--- config.mk ---
export PLATFORM = sky130hd
export DESIGN_NAME = led_pwm_bank
export DESIGN_NICKNAME = d
export VERILOG_FILES = /design/src/rtl/led_pwm_bank.sv
export SDC_FILE = /design/constraint.sdc
export NUM_CORES = 1
export LEC_CHECK = 0
export BUFFER_PORTS_ARGS = -buffer_cell sky130_fd_sc_hd__buf_2
export CAP_MARGIN = 0
export CORE_MARGIN = 4
export CORE_UTILIZATION = 66
export CTS_BUF_LIST = sky130_fd_sc_hd__clkbuf_4
export CTS_CLUSTER_SIZE = 25
export DETAILED_ROUTE_END_ITERATION = 7
export GPL_TIMING_DRIVEN = 0
export PLACE_DENSITY = 0.91
export SLEW_MARGIN = 15
export SYNTH_ARGS = -nofsm -noshare
export SYNTH_HDL_FRONTEND = slang
export SYNTH_SLANG_ARGS = --single-unit
--- constraint.sdc ---
create_clock -name clk -period 3.3 [get_ports clk]
set_input_delay 0.66 -clock clk [delete_from_list [all_inputs] [get_ports clk]]
set_output_delay 0.66 -clock clk [all_outputs]
set_load 0.02 [all_outputs]
--- src/rtl/led_pwm_bank.sv ---
// ----------------------------------------------------------------------------
// led_pwm_bank
//
// Multi-channel LED driver. All channels share one prescaled PWM counter.
// Each channel has its own mode (OFF, ON, BLINK, BREATHE) and duty.
// A channel's PWM level is reloaded only at a PWM period boundary, so a
// configuration change can never produce a partial or glitched period.
//
// Ports
//   clk          system clock
//   rstn         synchronous, active-low reset
//   cfg_we       one-cycle configuration write strobe
//   cfg_ch       target channel; indices >= CHANNELS are silently ignored
//   cfg_mode     0=OFF, 1=ON, 2=BLINK, 3=BREATHE
//   cfg_duty     brightness (ON/BLINK) or ramp peak (BREATHE)
//   led          registered LED drive, active high, one bit per channel
//   period_start one-cycle pulse in the first cycle of every PWM period
// ----------------------------------------------------------------------------
module led_pwm_bank #(
    parameter int CHANNELS      = 5,
    parameter int PWM_BITS      = 8,
    parameter int PRESCALE      = 47,
    parameter int BLINK_PERIODS = 64
) (
    input  logic                clk,
    input  logic                rstn,
    input  logic                cfg_we,
    input  logic [3:0]          cfg_ch,
    input  logic [1:0]          cfg_mode,
    input  logic [PWM_BITS-1:0] cfg_duty,
    output logic [CHANNELS-1:0] led,
    output logic                period_start
);

    localparam int PRE_W = (PRESCALE > 1) ? $clog2(PRESCALE) : 1;
    localparam int BL_W  = (BLINK_PERIODS > 1) ? $clog2(BLINK_PERIODS) : 1;
    localparam logic [PRE_W-1:0] PRE_MAX = PRE_W'(PRESCALE - 1);
    localparam logic [BL_W-1:0]  BL_MAX  = BL_W'(BLINK_PERIODS - 1);

    localparam logic [1:0] MODE_OFF     = 2'd0;
    localparam logic [1:0] MODE_ON      = 2'd1;
    localparam logic [1:0] MODE_BLINK   = 2'd2;
    localparam logic [1:0] MODE_BREATHE = 2'd3;

    logic [PRE_W-1:0]    pre_cnt_reg;
    logic [PWM_BITS-1:0] pwm_cnt_reg;
    logic [BL_W-1:0]     blink_cnt_reg;
    logic                blink_phase_reg;
    logic                tick;
    logic                bnd;
    logic [CHANNELS-1:0] led_next;

    assign tick = (pre_cnt_reg == PRE_MAX);
    assign bnd  = tick && (pwm_cnt_reg == '1);

    // Shared timebase: prescaler, PWM counter, blink counter and phase.
    always_ff @(posedge clk) begin
        if (!rstn) begin
            pre_cnt_reg     <= '0;
            pwm_cnt_reg     <= '0;
            blink_cnt_reg   <= '0;
            blink_phase_reg <= 1'b0;
            period_start    <= 1'b0;
            led             <= '0;
        end else begin
            pre_cnt_reg  <= tick ? '0 : pre_cnt_reg + 1'b1;
            // Natural wrap from all-ones to zero marks the period boundary.
            if (tick) begin
                pwm_cnt_reg <= pwm_cnt_reg + 1'b1;
            end
            period_start <= bnd;
            if (bnd) begin
                if (blink_cnt_reg == BL_MAX) begin
                    blink_cnt_reg   <= '0;
                    blink_phase_reg <= ~blink_phase_reg;
                end else begin
                    blink_cnt_reg <= blink_cnt_reg + 1'b1;
                end
            end
            led <= led_next;
        end
    end

    // Per-channel configuration, breathe ramp and period level.
    for (genvar gi = 0; gi < CHANNELS; gi++) begin : g_ch
        logic [1:0]          mode_reg;
        logic [PWM_BITS-1:0] duty_reg;
        logic [PWM_BITS-1:0] ramp_reg;
        logic [PWM_BITS-1:0] ramp_next;
        logic [PWM_BITS-1:0] level_reg;
        logic [PWM_BITS-1:0] level_next;
        logic                down_reg;
        logic                down_next;
        logic                wr_hit;

        // Out-of-range channel numbers never match any generated channel.
        assign wr_hit = cfg_we && (cfg_ch == 4'(gi));

        // Triangle ramp 0..duty..0; turning points flip the direction and
        // step away from the peak/floor in the same boundary.
        always_comb begin
            ramp_next = ramp_reg;
            down_next = down_reg;
            if (!down_reg) begin
                if (ramp_reg < duty_reg) begin
                    ramp_next = ramp_reg + 1'b1;
                end else begin
                    down_next = 1'b1;
                    if (ramp_reg != '0) begin
                        ramp_next = ramp_reg - 1'b1;
                    end
                end
            end else begin
                if (ramp_reg != '0) begin
                    ramp_next = ramp_reg - 1'b1;
                end else begin
                    down_next = 1'b0;
                    if (duty_reg != '0) begin
                        ramp_next = ramp_reg + 1'b1;
                    end
                end
            end
        end

        always_comb begin
            level_next = '0;
            case (mode_reg)
                MODE_OFF:     level_next = '0;
                MODE_ON:      level_next = duty_reg;
                MODE_BLINK:   level_next = blink_phase_reg ? duty_reg : '0;
                MODE_BREATHE: level_next = ramp_next;
                default:      level_next = '0;
            endcase
        end

        always_ff @(posedge clk) begin
            if (!rstn) begin
                mode_reg  <= MODE_OFF;
                duty_reg  <= '0;
                ramp_reg  <= '0;
                down_reg  <= 1'b0;
                level_reg <= '0;
            end else begin
                // A write on a boundary edge wins over the ramp step; the
                // level for that boundary still uses the old settings.
                if (wr_hit) begin
                    mode_reg <= cfg_mode;
                    duty_reg <= cfg_duty;
                    ramp_reg <= '0;
                    down_reg <= 1'b0;
                end else if (bnd) begin
                    ramp_reg <= ramp_next;
                    down_reg <= down_next;
                end
                if (bnd) begin
                    level_reg <= level_next;
                end
            end
        end

        assign led_next[gi] = (pwm_cnt_reg < level_reg);
    end

endmodule

==> Word level (Yosys, flattened, before mapping) <==
Cells that the tools add are included.
Widths: inputs -> output; s select.
{ "totals": {"register_bits": 162, "in_bits": 17, "out_inout_bits": 6, "elab_cells": 158} }
{ "classes": {"add_sub_neg": 13, "order_cmp": 10, "n_eq_ne": 22, "n_mux": 51, "bitwise_logic": 2, "n_reduce_logical": 29} }
{ "op_table": {"columns": ["cell", "count"], "rows": [
  ["$mux 8", 30],
  ["$pmux 8 s4", 5],
  ["$lt 8x8->1", 10],
  ["$reduce_bool 8->1", 10],
  ["$add 8x1->8 const B", 6],
  ["$sub 8x1->8 const B", 5],
  ["$eq 2x2->1 const B", 10],
  ["$mux 1", 15],
  ["$add 6x1->6 const B", 2],
  ["$eq 6x6->1 const B", 2],
  ["$reduce_or 2->1", 6],
  ["$eq 2x1->1 const B", 5],
  ["$logic_not 2->1", 5],
  ["$eq 4x2->1 const B", 2],
  ["$eq 8x8->1 const B", 1],
  ["$logic_and 1x1->1", 6],
  ["$mux 6", 1],
  ["$eq 4x1->1 const B", 1],
  ["$eq 4x3->1 const B", 1],
  ["$logic_not 4->1", 1],
  ["$not 1->1", 2],
  ["$reduce_and 2->1", 1]
]} }

==> Longest topological paths before layout <==
{ "logic_depth": {"ltp_word": 5, "mapped_depth": 11} }

==> Least setup slack after synthesis <==
No wires, ideal clock.
{ "synth_path": {"path_type": "register to register", "from": "register g_ch[2].ramp_reg[0]", "to": "register g_ch[2].level_reg[2]", "setup_time_ns": 0.122, "arrival_time_ns": 2.649, "t_required_ns": 3.178, "path_slack_ns": 0.529, "stages_incl_launch_ff": 12, "path_buffers": 2, "path_cell_list": "dfxtp_1 > clkbuf_1 > inv_1 > ha_1 > or4b_4 > or4_4 > buf_6 > and3_1 > a311oi_1 > o21ai_1 > a221oi_2 > a21oi_1"} }
{ "synth_via": {"elab_chain_cells": 5, "elab_cells_between_ends": 10, "cone_classes": "add/sub (2); order compare (1); mux (6); reduce/logical (1)"} }
{ "synth_rtl": {"columns": ["element", "line", "rtl"], "rows": [
  ["from (decl)", "88", "logic [PWM_BITS-1:0] ramp_reg;"],
  ["from (signal assigned)", "152", "ramp_reg <= ramp_next;"],
  ["$sub 8x1->8, or another cell as far along", "110, 115", null],
  ["$mux 8 (on tied branches)", "109, 118", null],
  ["$mux 8 (on tied branches)", "105, 114", null],
  ["$mux 8 (*)", "104", "if (!down_reg) begin"],
  ["$pmux 8 s4 (*)", "127", "case (mode_reg)"],
  ["to (signal assigned)", "156", "level_reg <= level_next;"],
  ["to (decl)", "90", "logic [PWM_BITS-1:0] level_reg;"]
]} }
Mark *: on every way between the ends. The rest lies on a longest branch, timed or not.
A chain may end at the register's enable or synchronous reset.

==> Worst setup path after layout <==
{ "layout_path": {"from": "register pwm_cnt_reg[3]", "to": "register g_ch[4].level_reg[1]"} }
{ "layout_via": {"elab_chain_cells": 2} }
{ "layout_rtl": {"columns": ["element", "line", "rtl"], "rows": [
  ["from (decl)", "46", "logic [PWM_BITS-1:0] pwm_cnt_reg;"],
  ["from (signal assigned)", "69", "pwm_cnt_reg <= pwm_cnt_reg + 1'b1;"],
  ["$eq 8x8->1", "54", "assign bnd = tick && (pwm_cnt_reg == '1);"],
  ["$logic_and 1x1->1", "54", null],
  ["to (signal assigned)", "156", null],
  ["to (decl)", "90", null]
]} }
No other way between the ends.

==> results.ini <==
[yosys]
synth_cell_types = 75
netlist_area_sq_um = 10700
synth-compound-area-share_pct = 21.9
syn-instance-count = 1331
synth_edf_count = 0
async_reset_ff_share_pct = 0
yosys-mux-area-fraction_pct = 7.36
syn_area_per_cell_sq_um = 8.04
synth-adder-area-share_pct = 10.1
synth_top_family_by_area = compound AO/OA/AOI/OAI gates
yosysWarnings = 0
synth_xor_area_share_pct = 2.78
ys.flop_type = dfxtp_1
synth_nets = 1434
seq_area_frac_synth_pct = 30.3
yosys.area_share.simple_pct = 21.2
ys_seq_elements = 162

[setup_path]
endpoint_kind = register
worstSetupPathType = reg2reg
cp.arrival_ns = 3.76
required_ns = 3.83
startpoint_type = register
critPathMaxFanout = 10

[sta]
finalSetupViolCount = 0
rsz0062_at_grt = no
maxSlewHeadroom_pct = 28.9
tns_ns = 0
fin_crit_sh_pct = 97.9
finalWorstPathRequiredPeriod_ns = 3.23
worstMarginPinSlew_ns = 1.06
fmax_ghz = 0.309
setup_ws_ns = 0.0677
skew_ns = 0.0245
hold_viol = 0
drv_slew = 0

[power]
cellLeakagePower_uw = 0.00453
powerDensity_nw_per_um2 = 304
peakVddDrop_mv = 0.271

[clocking]
root_buffer = clkbuf_4
holdBufCountCts = 0
cts_tree = done
clk_pin_slew_ns = 0.13
ctsLongestPathBuffers = 2
cts_inserted_buffers = 17
clock_sinks = 162
insertion_delay_ns = 0.60
htree_num_levels = 4
cts_setup_buffers = 0

[routing]
vias = 10834
ant_nets = 0
viasPerCell = 6.78
routedWlPerCell_um = 20.4
drt_first_iter_violations = 1216
drt_pre_antenna_iters = 6
drc = 0
wl_mm = 32.6

[layout]
drive_gt1_share_pct = 6.58
fin_nets = 1474
synthToLayoutAreaGrowth_pct = 6.27
fin_area_sq_um = 11400
n_fill_cell = 1231
antenna_cells = 0

[floorplanning]
ios = 23
die_area_sq_um = 18300
initial_core_util_pct = 67.4
fp.dieW_um = 135
die_y_um = 135
rows = 46
coreArea_sq_um = 15900

[job]
drv_cap = 0

[hold_path]
min_path_type = in2reg

[placement]
port_buffers = 21
gp_congestion = 0.935
place_hpwl_mm = 23.1
dp_slack_ns = 0.0122
placed_area_sq_um = 11100

[global_route]
grt.overflow.total = 0
antenna_found_initial = 0
grt_max_degree = 17
grt_usage_pct = 35.1
grt_pass1_vias = 9838
grt_pass1_wl_mm = 50.8

[run_status]
outcome = finished clean

## metrics by stage
step / hold WS [ns] / power, uW / util (%) / instances
4_1_cts: 0.416 / 3440 / 71.5 / 1599
3_3_place_gp: 0.443 / 2250 / 69.7 / 1568
5_1_grt: 0.434 / 3550 / 71.6 / 1599
6_report: 0.441 / 3460 / 71.6 / 1599
3_5_place_dp: 0.463 / 2250 / 69.7 / 1568
2_1_floorplan: 0.430 / 2170 / - / 1331
## what timing repair did
item / in CTS / in global routing
resized for setup: 1 / 8
gates cloned: 0 / 0
endpoints found under the setup margin: 1 / 7
## cells in the mapped netlist, types with 15 or more instances
library cell,n,share of area [%]
nor3_1,19,0.89
nor4_1,21,1.2
nor2b_1,29,1.7
o21ai_0,57,2.7
a21o_1,26,1.8
a211oi_1,26,1.8
dfxtp_1,162,30
xor2_1,18,1.5
and3_1,16,0.94
a21oi_1,80,3.7
nand3_1,42,2.0
a31oi_1,18,1.1
ha_1,86,10
xnor2_1,16,1.3
clkbuf_1,64,2.2
mux2i_1,73,6.8
inv_1,95,3.3
nand2_1,96,3.4
nand4_1,19,1.1
a221oi_1,20,1.6
or2_2,15,0.88
nand2b_1,17,0.99
nor2_1,129,4.5
## worst max-delay path, cell delays in order (launching register included)
cell and delay [ns]:
dfxtp_1 0.75, nand4_1 0.21, nor2_1 0.22, and4_1 0.21
clkbuf_1 0.22, clkbuf_1 0.78, buf_2 0.51, a31oi_1 0.17
nor2_1 0.12
## where the power goes
group	internal (uW)	leakage [uW]	switching, uW	total [uW]
clock network	526	0.000145	708	1230
registers	1970	0.00131	13.1	1980
logic	76.0	0.00308	166	242
## final timing paths
check | start | endpoint | slack [ns] | cells past startpoint
hold reg to reg | g_ch[4].level_reg[2]$_SDFFE_PN0P_ | g_ch[4].level_reg[2]$_SDFFE_PN0P_ | 0.48 | 2
hold / removal | cfg_mode[1] | g_ch[0].mode_reg[1]$_SDFFE_PN0P_ | 0.44 | 3
setup reg to reg | pwm_cnt_reg[3]$_SDFFE_PN0P_ | g_ch[4].level_reg[1]$_SDFFE_PN0P_ | 0.07 | 8
setup / recovery | pwm_cnt_reg[3]$_SDFFE_PN0P_ | g_ch[4].level_reg[1]$_SDFFE_PN0P_ | 0.07 | 8
## cell usage in the layout (no fill, tap or decap), types with 20 or more instances in the layout
cell / n
nand3_1: 42
nor4_1: 20
nor2_1: 129
nor2b_1: 29
o21ai_0: 56
ha_1: 86
clkbuf_1: 61
a21o_1: 26
dfxtp_1: 162
buf_2: 25
a211oi_1: 26
mux2i_1: 73
nand2_1: 96
inv_1: 95
a21oi_1: 80
a221oi_1: 20
## cell type report
type,count,area (sq um),area share [%]
multi-input cells,995,6780,59.7
clock inverters,12,141,1.24
inverters,95,357,3.14
flip-flops and latches,162,3240,28.5
repair buffers,21,105,0.924
well taps,216,270,2.38
plain buffers,79,328,2.88
clock buffers,19,143,1.25
## kinds of logic (layout without fill, tap and decap cells)
kind of cell	count (synthesis)	after routing
buffers and inverters	174	226
AOI/OAI and AO/OA	342	342
muxes	78	78
adders and majority gates	86	86
xor gates and xnor gates	34	34
and+or+nand+nor	455	455
DFF	162	162
## layer usage
metal	wire length (um)	up-vias	global-route usage, %
met4	1740	3	17.4
li1	-	4919	-
met2	14300	683	54.7
met1	12400	5065	46.3
met5	57	-	2.22
met3	4050	164	7.24
(Power assumes the default switching activity.)
